## src/rtl/vram_painter.sv

```systemverilog
// Touch-driven VRAM painter: clears the frame buffer after reset or on request,
// and paints BRUSH x BRUSH squares at accepted touch positions, one write per cycle.
package vram_painter_pkg;
  typedef logic [15:0] ILI9341_color_t;
  typedef struct packed {
    logic        valid;
    logic [15:0] x;
    logic [15:0] y;
  } touch_t;
endpackage

module vram_painter
  import vram_painter_pkg::*;
#(
  parameter int DISPLAY_WIDTH  = 240,
  parameter int DISPLAY_HEIGHT = 320,
  parameter int VRAM_L         = DISPLAY_WIDTH * DISPLAY_HEIGHT,
  parameter int BRUSH          = 4
) (
  input  logic                      clk,
  input  logic                      rst,
  input  logic                      ena,
  input  touch_t                    touch,
  input  ILI9341_color_t            brush_color,
  input  ILI9341_color_t            bg_color,
  input  logic                      clear_req,
  output logic                      vram_wr_ena,
  output logic [$clog2(VRAM_L)-1:0] vram_wr_addr,
  output logic [15:0]               vram_wr_data,
  output logic                      busy
);

  localparam int AW = $clog2(VRAM_L);
  localparam int XW = $clog2(DISPLAY_WIDTH);
  localparam int YW = $clog2(DISPLAY_HEIGHT);
  localparam int BB = $clog2(BRUSH);
  localparam int PW = (BB > 0) ? BB : 1;

  localparam logic [15:0]   W16    = 16'(DISPLAY_WIDTH);
  localparam logic [15:0]   H16    = 16'(DISPLAY_HEIGHT);
  localparam logic [XW-1:0] X_MASK = XW'(~(BRUSH - 1));
  localparam logic [YW-1:0] Y_MASK = YW'(~(BRUSH - 1));
  localparam logic [PW-1:0] P_LAST = PW'(BRUSH - 1);
  localparam logic [AW-1:0] A_LAST = AW'(VRAM_L - 1);
  localparam logic [AW-1:0] A_W    = AW'(DISPLAY_WIDTH);

  typedef enum logic [1:0] {S_CLEAR, S_IDLE, S_PAINT} state_t;

  state_t         state_q, state_d;
  logic [AW-1:0]  clr_addr_q, clr_addr_d;
  logic [PW-1:0]  px_q, px_d, py_q, py_d;
  logic [XW-1:0]  x0_q, x0_d;
  logic [YW-1:0]  y0_q, y0_d;
  logic [15:0]    color_q, color_d;
  logic           pend_q, pend_d;
  logic           hist_q, hist_d;
  logic           wr_ena_q, wr_ena_d;
  logic [AW-1:0]  wr_addr_q, wr_addr_d;
  logic [15:0]    wr_data_q, wr_data_d;

  logic           clear_rise;
  logic           pend_now;
  logic           touch_ok;
  logic [AW-1:0]  paint_addr;

  // Touch is valid-only: it is taken on an enabled edge in S_IDLE with no clear
  // pending and in-range coordinates; anything presented while busy is dropped.
  assign touch_ok   = touch.valid && (touch.x < W16) && (touch.y < H16);
  assign clear_rise = clear_req & ~hist_q;
  assign pend_now   = pend_q | clear_rise;
  assign paint_addr = (AW'(y0_q) + AW'(py_q)) * A_W + AW'(x0_q) + AW'(px_q);

  always_comb begin
    state_d    = state_q;
    clr_addr_d = clr_addr_q;
    px_d       = px_q;
    py_d       = py_q;
    x0_d       = x0_q;
    y0_d       = y0_q;
    color_d    = color_q;
    pend_d     = pend_q;
    hist_d     = hist_q;
    wr_ena_d   = 1'b0;
    wr_addr_d  = wr_addr_q;
    wr_data_d  = wr_data_q;
    if (ena) begin
      hist_d = clear_req;
      pend_d = pend_now;
      case (state_q)
        S_CLEAR: begin
          wr_ena_d  = 1'b1;
          wr_addr_d = clr_addr_q;
          wr_data_d = bg_color;
          // Completion swallows any request raised during the sweep.
          if (clr_addr_q == A_LAST) begin
            clr_addr_d = '0;
            pend_d     = 1'b0;
            state_d    = S_IDLE;
          end else begin
            clr_addr_d = clr_addr_q + AW'(1);
          end
        end
        S_IDLE: begin
          if (pend_now) begin
            clr_addr_d = '0;
            state_d    = S_CLEAR;
          end else if (touch_ok) begin
            x0_d    = touch.x[XW-1:0] & X_MASK;
            y0_d    = touch.y[YW-1:0] & Y_MASK;
            color_d = brush_color;
            px_d    = '0;
            py_d    = '0;
            state_d = S_PAINT;
          end
        end
        S_PAINT: begin
          wr_ena_d  = 1'b1;
          wr_addr_d = paint_addr;
          wr_data_d = color_q;
          if (px_q == P_LAST) begin
            px_d = '0;
            if (py_q == P_LAST) begin
              py_d    = '0;
              state_d = S_IDLE;
            end else begin
              py_d = py_q + PW'(1);
            end
          end else begin
            px_d = px_q + PW'(1);
          end
        end
        default: state_d = S_IDLE;
      endcase
    end
  end

  always_ff @(posedge clk or posedge rst) begin
    if (rst) begin
      state_q    <= S_CLEAR;
      clr_addr_q <= '0;
      px_q       <= '0;
      py_q       <= '0;
      x0_q       <= '0;
      y0_q       <= '0;
      color_q    <= '0;
      pend_q     <= 1'b0;
      hist_q     <= 1'b0;
      wr_ena_q   <= 1'b0;
      wr_addr_q  <= '0;
      wr_data_q  <= '0;
    end else begin
      state_q    <= state_d;
      clr_addr_q <= clr_addr_d;
      px_q       <= px_d;
      py_q       <= py_d;
      x0_q       <= x0_d;
      y0_q       <= y0_d;
      color_q    <= color_d;
      pend_q     <= pend_d;
      hist_q     <= hist_d;
      wr_ena_q   <= wr_ena_d;
      wr_addr_q  <= wr_addr_d;
      wr_data_q  <= wr_data_d;
    end
  end

  assign busy         = (state_q != S_IDLE);
  assign vram_wr_ena  = wr_ena_q;
  assign vram_wr_addr = wr_addr_q;
  assign vram_wr_data = wr_data_q;

endmodule

```

## config.mk

```make
export PLATFORM = sky130hd
export DESIGN_NAME = vram_painter
export DESIGN_NICKNAME = d
export VERILOG_FILES = /design/src/rtl/vram_painter.sv
export SDC_FILE = /design/constraint.sdc
export NUM_CORES = 1
export LEC_CHECK = 0
export BUFFER_PORTS_ARGS = -buffer_cell sky130_fd_sc_hd__buf_2
export CORE_ASPECT_RATIO = 0.9
export CORE_MARGIN = 2
export CORE_UTILIZATION = 50
export DETAILED_ROUTE_END_ITERATION = 10
export GPL_TIMING_DRIVEN = 1
export PLACE_DENSITY = 0.86
export SETUP_SLACK_MARGIN = 0.1
export SYNTH_ARGS = -nofsm -noshare
export SYNTH_HDL_FRONTEND = slang
export SYNTH_SLANG_ARGS = --single-unit
```

## constraint.sdc

```tcl
create_clock -name clk -period 3.55 [get_ports clk]
set_clock_uncertainty 0.2 [all_clocks]
set_input_delay 0.1775 -clock clk [delete_from_list [all_inputs] [get_ports clk]]
set_output_delay 0.1775 -clock clk [all_outputs]
set_load 0.02 [all_outputs]
```

==> impl_summary.log <==
INFO  metric postSynthRegisterBits = between 80 and 90
INFO  metric ff2ff_path_depth = 13
INFO  metric worstMarginPinSlew = between 700 and 800 ps
INFO  metric power.static_leakage = between 3 and 4 nW
INFO  metric violations = setup timing
INFO  metric worstPathMaxFanout = 4
INFO  metric cts.htree.levels = 3
INFO  metric post-place-cells = 757
INFO  metric tritoncts = yes
INFO  metric synthesis.area = a little over 5000 µm²
INFO  metric r2r-start = py_q[0]
INFO  metric fin_ws = -398 ps
INFO  metric dpl.hpwl = roughly 9.0 mm
INFO  metric end_kind = register
INFO  metric synth.lib_cells_used.distinct = 55
INFO  metric synth.net_count = approximately 610
INFO  metric critical_path.reg2reg.endpoint = vram_wr_addr[15]
INFO  metric routed_wire_length_per_instance = around 19 µm
INFO  metric route.antenna.remaining_nets = 0
INFO  metric clockBufferDepth = 2
INFO  metric antenna_cells = 0
INFO  metric flip_flop_cell_with_the_highest_count_after_synthesis = sky130_fd_sc_hd__dfrtp_1
INFO  metric number_of_synthesized_flops_with_an_enable_pin = 0
INFO  metric setup-violations-final = 9
INFO  metric coreArea = 10100 µm²
INFO  metric slew_violations = 0
INFO  metric max-slew-margin-rel = around half
INFO  metric floorplan.initialDensity = ~50%
INFO  metric drt_wl_total = 16.0 mm
INFO  metric die_width = about 110 µm
INFO  metric placement.setup.worst_slack = -306 ps
INFO  metric synthesis.yosys.warnings = 0
INFO  metric post-route-min-period = between 3000 and 4000 ps
INFO  metric placementRows = 35
INFO  metric clk_latency = 350 ps
INFO  metric grt.total_usage = about 29%
INFO  metric rsz_0062_raised_after_global_routing = yes
INFO  metric share_of_final_layout_standard_cells_stronger_than_drive_strength_1 = between 30% and 40%
INFO  metric grt_pass1_wl = 25.6 mm
INFO  metric hold_viol = 0
INFO  metric vias_per_cell = a little under 6
INFO  metric arrival = around 4000 ps
INFO  metric grt_start_max_net_pins = 39
INFO  metric cts-buffers-inserted = 9
INFO  metric grt-ovfl-total = 0
INFO  metric final-instance-count-excl-fill = 834
INFO  metric detail_route.iter0.violations = 304
INFO  metric share_of_synthesized_flip_flops_with_an_asynchronous_set_or_reset = between 90% and 100%
INFO  metric final_min_period_over_clock_period = 111%
INFO  metric drt_drc_violations_left = 0
INFO  metric cts.sinks = between 80 and 90
INFO  metric worstSetupPathType = register to register
INFO  metric max-vdd-ir-drop = 0.522 mV
INFO  metric first_global_vias = a little over 5k
INFO  metric holdCritPathClass = input port to async pin
INFO  metric syn_avg_cell_area = about 10 µm²
INFO  metric ff2ff_setup_slack = -400 ps
INFO  metric nNetsFinal = about 810
INFO  metric ctsRootBufferMaster = sky130_fd_sc_hd__clkbuf_16
INFO  metric status = finished with violations
INFO  metric power_density = approximately 650 nW/µm²
INFO  metric port_buffers = 99
INFO  metric area_delta_synth_final = 39.2%
INFO  metric place.gp.congestion = approximately 0.84
INFO  metric setup.worst_path.start = py_q[0]
INFO  metric fin_hold_ws = 205 ps
INFO  metric grt_antenna_before_repair = 0
INFO  metric drv_cap = 0
INFO  metric fp.dieH = around 100 µm
INFO  metric num_vias = 4885
INFO  metric die_area = 11100 µm²
INFO  metric fmax = ~250 MHz
INFO  metric drtPass1Iterations = 5
INFO  metric power.total = approximately 4.6 mW
INFO  metric cp_data_required_time = ~3600 ps
INFO  metric syn_inst = 507
INFO  metric io_pins = between 100 and 150
INFO  metric totalNegativeSetupSlack = -2530 ps
INFO  metric path_clk_slew = approximately 80 ps
INFO  metric setup.worst_path.start_class = register
INFO  metric yosysSeqAreaShare = between 40% and 50%
what timing repair did:
item	4_1_cts	5_1_grt
hold endpoints to repair	78	0
gates resized for setup	21	22
buffers inserted	8	6
setup endpoints to repair	8	10
pin swaps	17	10
cloned	0	0
hold buffers	49	0
cell usage after synthesis, types with 4 or more instances:
library cell | number | area, µm²
sky130_fd_sc_hd__xnor2_1 | 17 | 149
sky130_fd_sc_hd__nor2_1 | 50 | 188
sky130_fd_sc_hd__clkbuf_1 | 14 | 52.6
sky130_fd_sc_hd__fa_1 | 16 | 320
sky130_fd_sc_hd__dfrtp_1 | 88 | 2200
sky130_fd_sc_hd__nand3_1 | 8 | 40.0
sky130_fd_sc_hd__inv_1 | 36 | 135
sky130_fd_sc_hd__nor4_1 | 5 | 31.3
sky130_fd_sc_hd__mux2_1 | 22 | 248
sky130_fd_sc_hd__nor3b_1 | 5 | 37.5
sky130_fd_sc_hd__xor2_1 | 10 | 87.6
sky130_fd_sc_hd__and3_1 | 5 | 31.3
sky130_fd_sc_hd__a21o_1 | 4 | 30.0
sky130_fd_sc_hd__nand2b_1 | 5 | 31.3
sky130_fd_sc_hd__ha_1 | 22 | 275
sky130_fd_sc_hd__a21oi_1 | 38 | 190
sky130_fd_sc_hd__o21ai_1 | 23 | 115
sky130_fd_sc_hd__nor3_1 | 5 | 25.0
sky130_fd_sc_hd__nand2_1 | 38 | 143
sky130_fd_sc_hd__o21ai_0 | 8 | 40.0
sky130_fd_sc_hd__mux2i_1 | 24 | 240
sky130_fd_sc_hd__nand4_1 | 8 | 50.1
cell families (layout without fill, tap and decap cells):
group / count (synthesis) / count (layout) / share of synthesized area, %
and+or+nand+nor: 146 / 146 / 14.2
AOI/OAI and AO/OA: 100 / 100 / 12.1
DFF: 88 / 88 / 42.9
buffers and inverters: 59 / 257 / 4.38
muxes: 47 / 47 / 9.72
adders and majority gates: 38 / 38 / 11.6
xor gates and xnor gates: 29 / 29 / 5.23
through the flow:
step	utilization, %	cell area [µm²]
6_report	70.7	7150
5_1_grt	70.7	7150
4_1_cts	69.5	7030
3_5_place_dp	60.1	6080
3_3_place_gp	60.1	6080
2_1_floorplan	-	5190
placed cells by master (no fill, tap or decap), drive strengths merged, types with 17 or more instances in the layout:
cell,count
mux2i,24
o21ai,31
ha,22
a21oi,38
inv,41
mux2,23
dlygate4sd3,49
xnor2,17
nand2,38
nor2,50
dfrtp,88
buf,153
area by class of cell:
type                    instances  area [µm²]
inverters                      39         150
multi-input cells             360        2930
well taps                     129         161
repair buffers                202        1410
fillers                       611        2960
flip-flops and latches         88        2200
clock buffers                   9         225
clock inverters                 7        73.8
sequential cells by signal (all words and copies together) (netlist names):
| name | count |
|---|---|
| py_q | 2 |
| clr_addr_q | 17 |
| pend_q | 1 |
| hist_q | 1 |
| vram_wr_data | 16 |
| vram_wr_addr | 17 |
| color_q | 16 |
| px_q | 2 |
| x0_q | 6 |
| y0_q | 7 |
| vram_wr_ena | 1 |
| state_q | 2 |
routing by layer:
metal  GRT usage, %  part of all wire, %
met1           32.7                   37
met2           54.8                   52
met3           5.19                  6.1
met4           12.4                  4.8
met5              0                    0
worst max-delay path, cell delays in order (launching register included):
cell,delay [ps]
sky130_fd_sc_hd__dfrtp_1,410
sky130_fd_sc_hd__fa_1,580
sky130_fd_sc_hd__inv_1,60
sky130_fd_sc_hd__fa_1,510
sky130_fd_sc_hd__inv_2,60
sky130_fd_sc_hd__fa_2,360
sky130_fd_sc_hd__a21o_4,220
sky130_fd_sc_hd__a221oi_4,320
sky130_fd_sc_hd__buf_4,180
sky130_fd_sc_hd__xnor2_2,120
sky130_fd_sc_hd__nand4_1,180
sky130_fd_sc_hd__nor3b_2,210
sky130_fd_sc_hd__xnor2_1,80
sky130_fd_sc_hd__a221o_1,330
how the worst max path moves through the flow:
| stage | cells after the start | to | slack (ps) |
|---|---|---|---|
| final | 13 | vram_wr_addr[15] | -400 |
| after detailed placement | 12 | vram_wr_addr[15] | -310 |
| after global routing | 13 | vram_wr_addr[15] | -500 |
| after floorplan | 13 | vram_wr_addr[15] | -190 |
| after global placement | 12 | vram_wr_addr[15] | -170 |
| after CTS | 13 | vram_wr_addr[15] | -260 |
where the power goes:
part / leakage [nW] / switching (mW) / internal, mW
sequential: 1.11 / 0.214 / 1.24
combinational: 2.12 / 1.26 / 0.939
clock: 0.147 / 0.469 / 0.497
total: 3.37 / 1.94 / 2.68
Power figures use the tool's default switching activity.
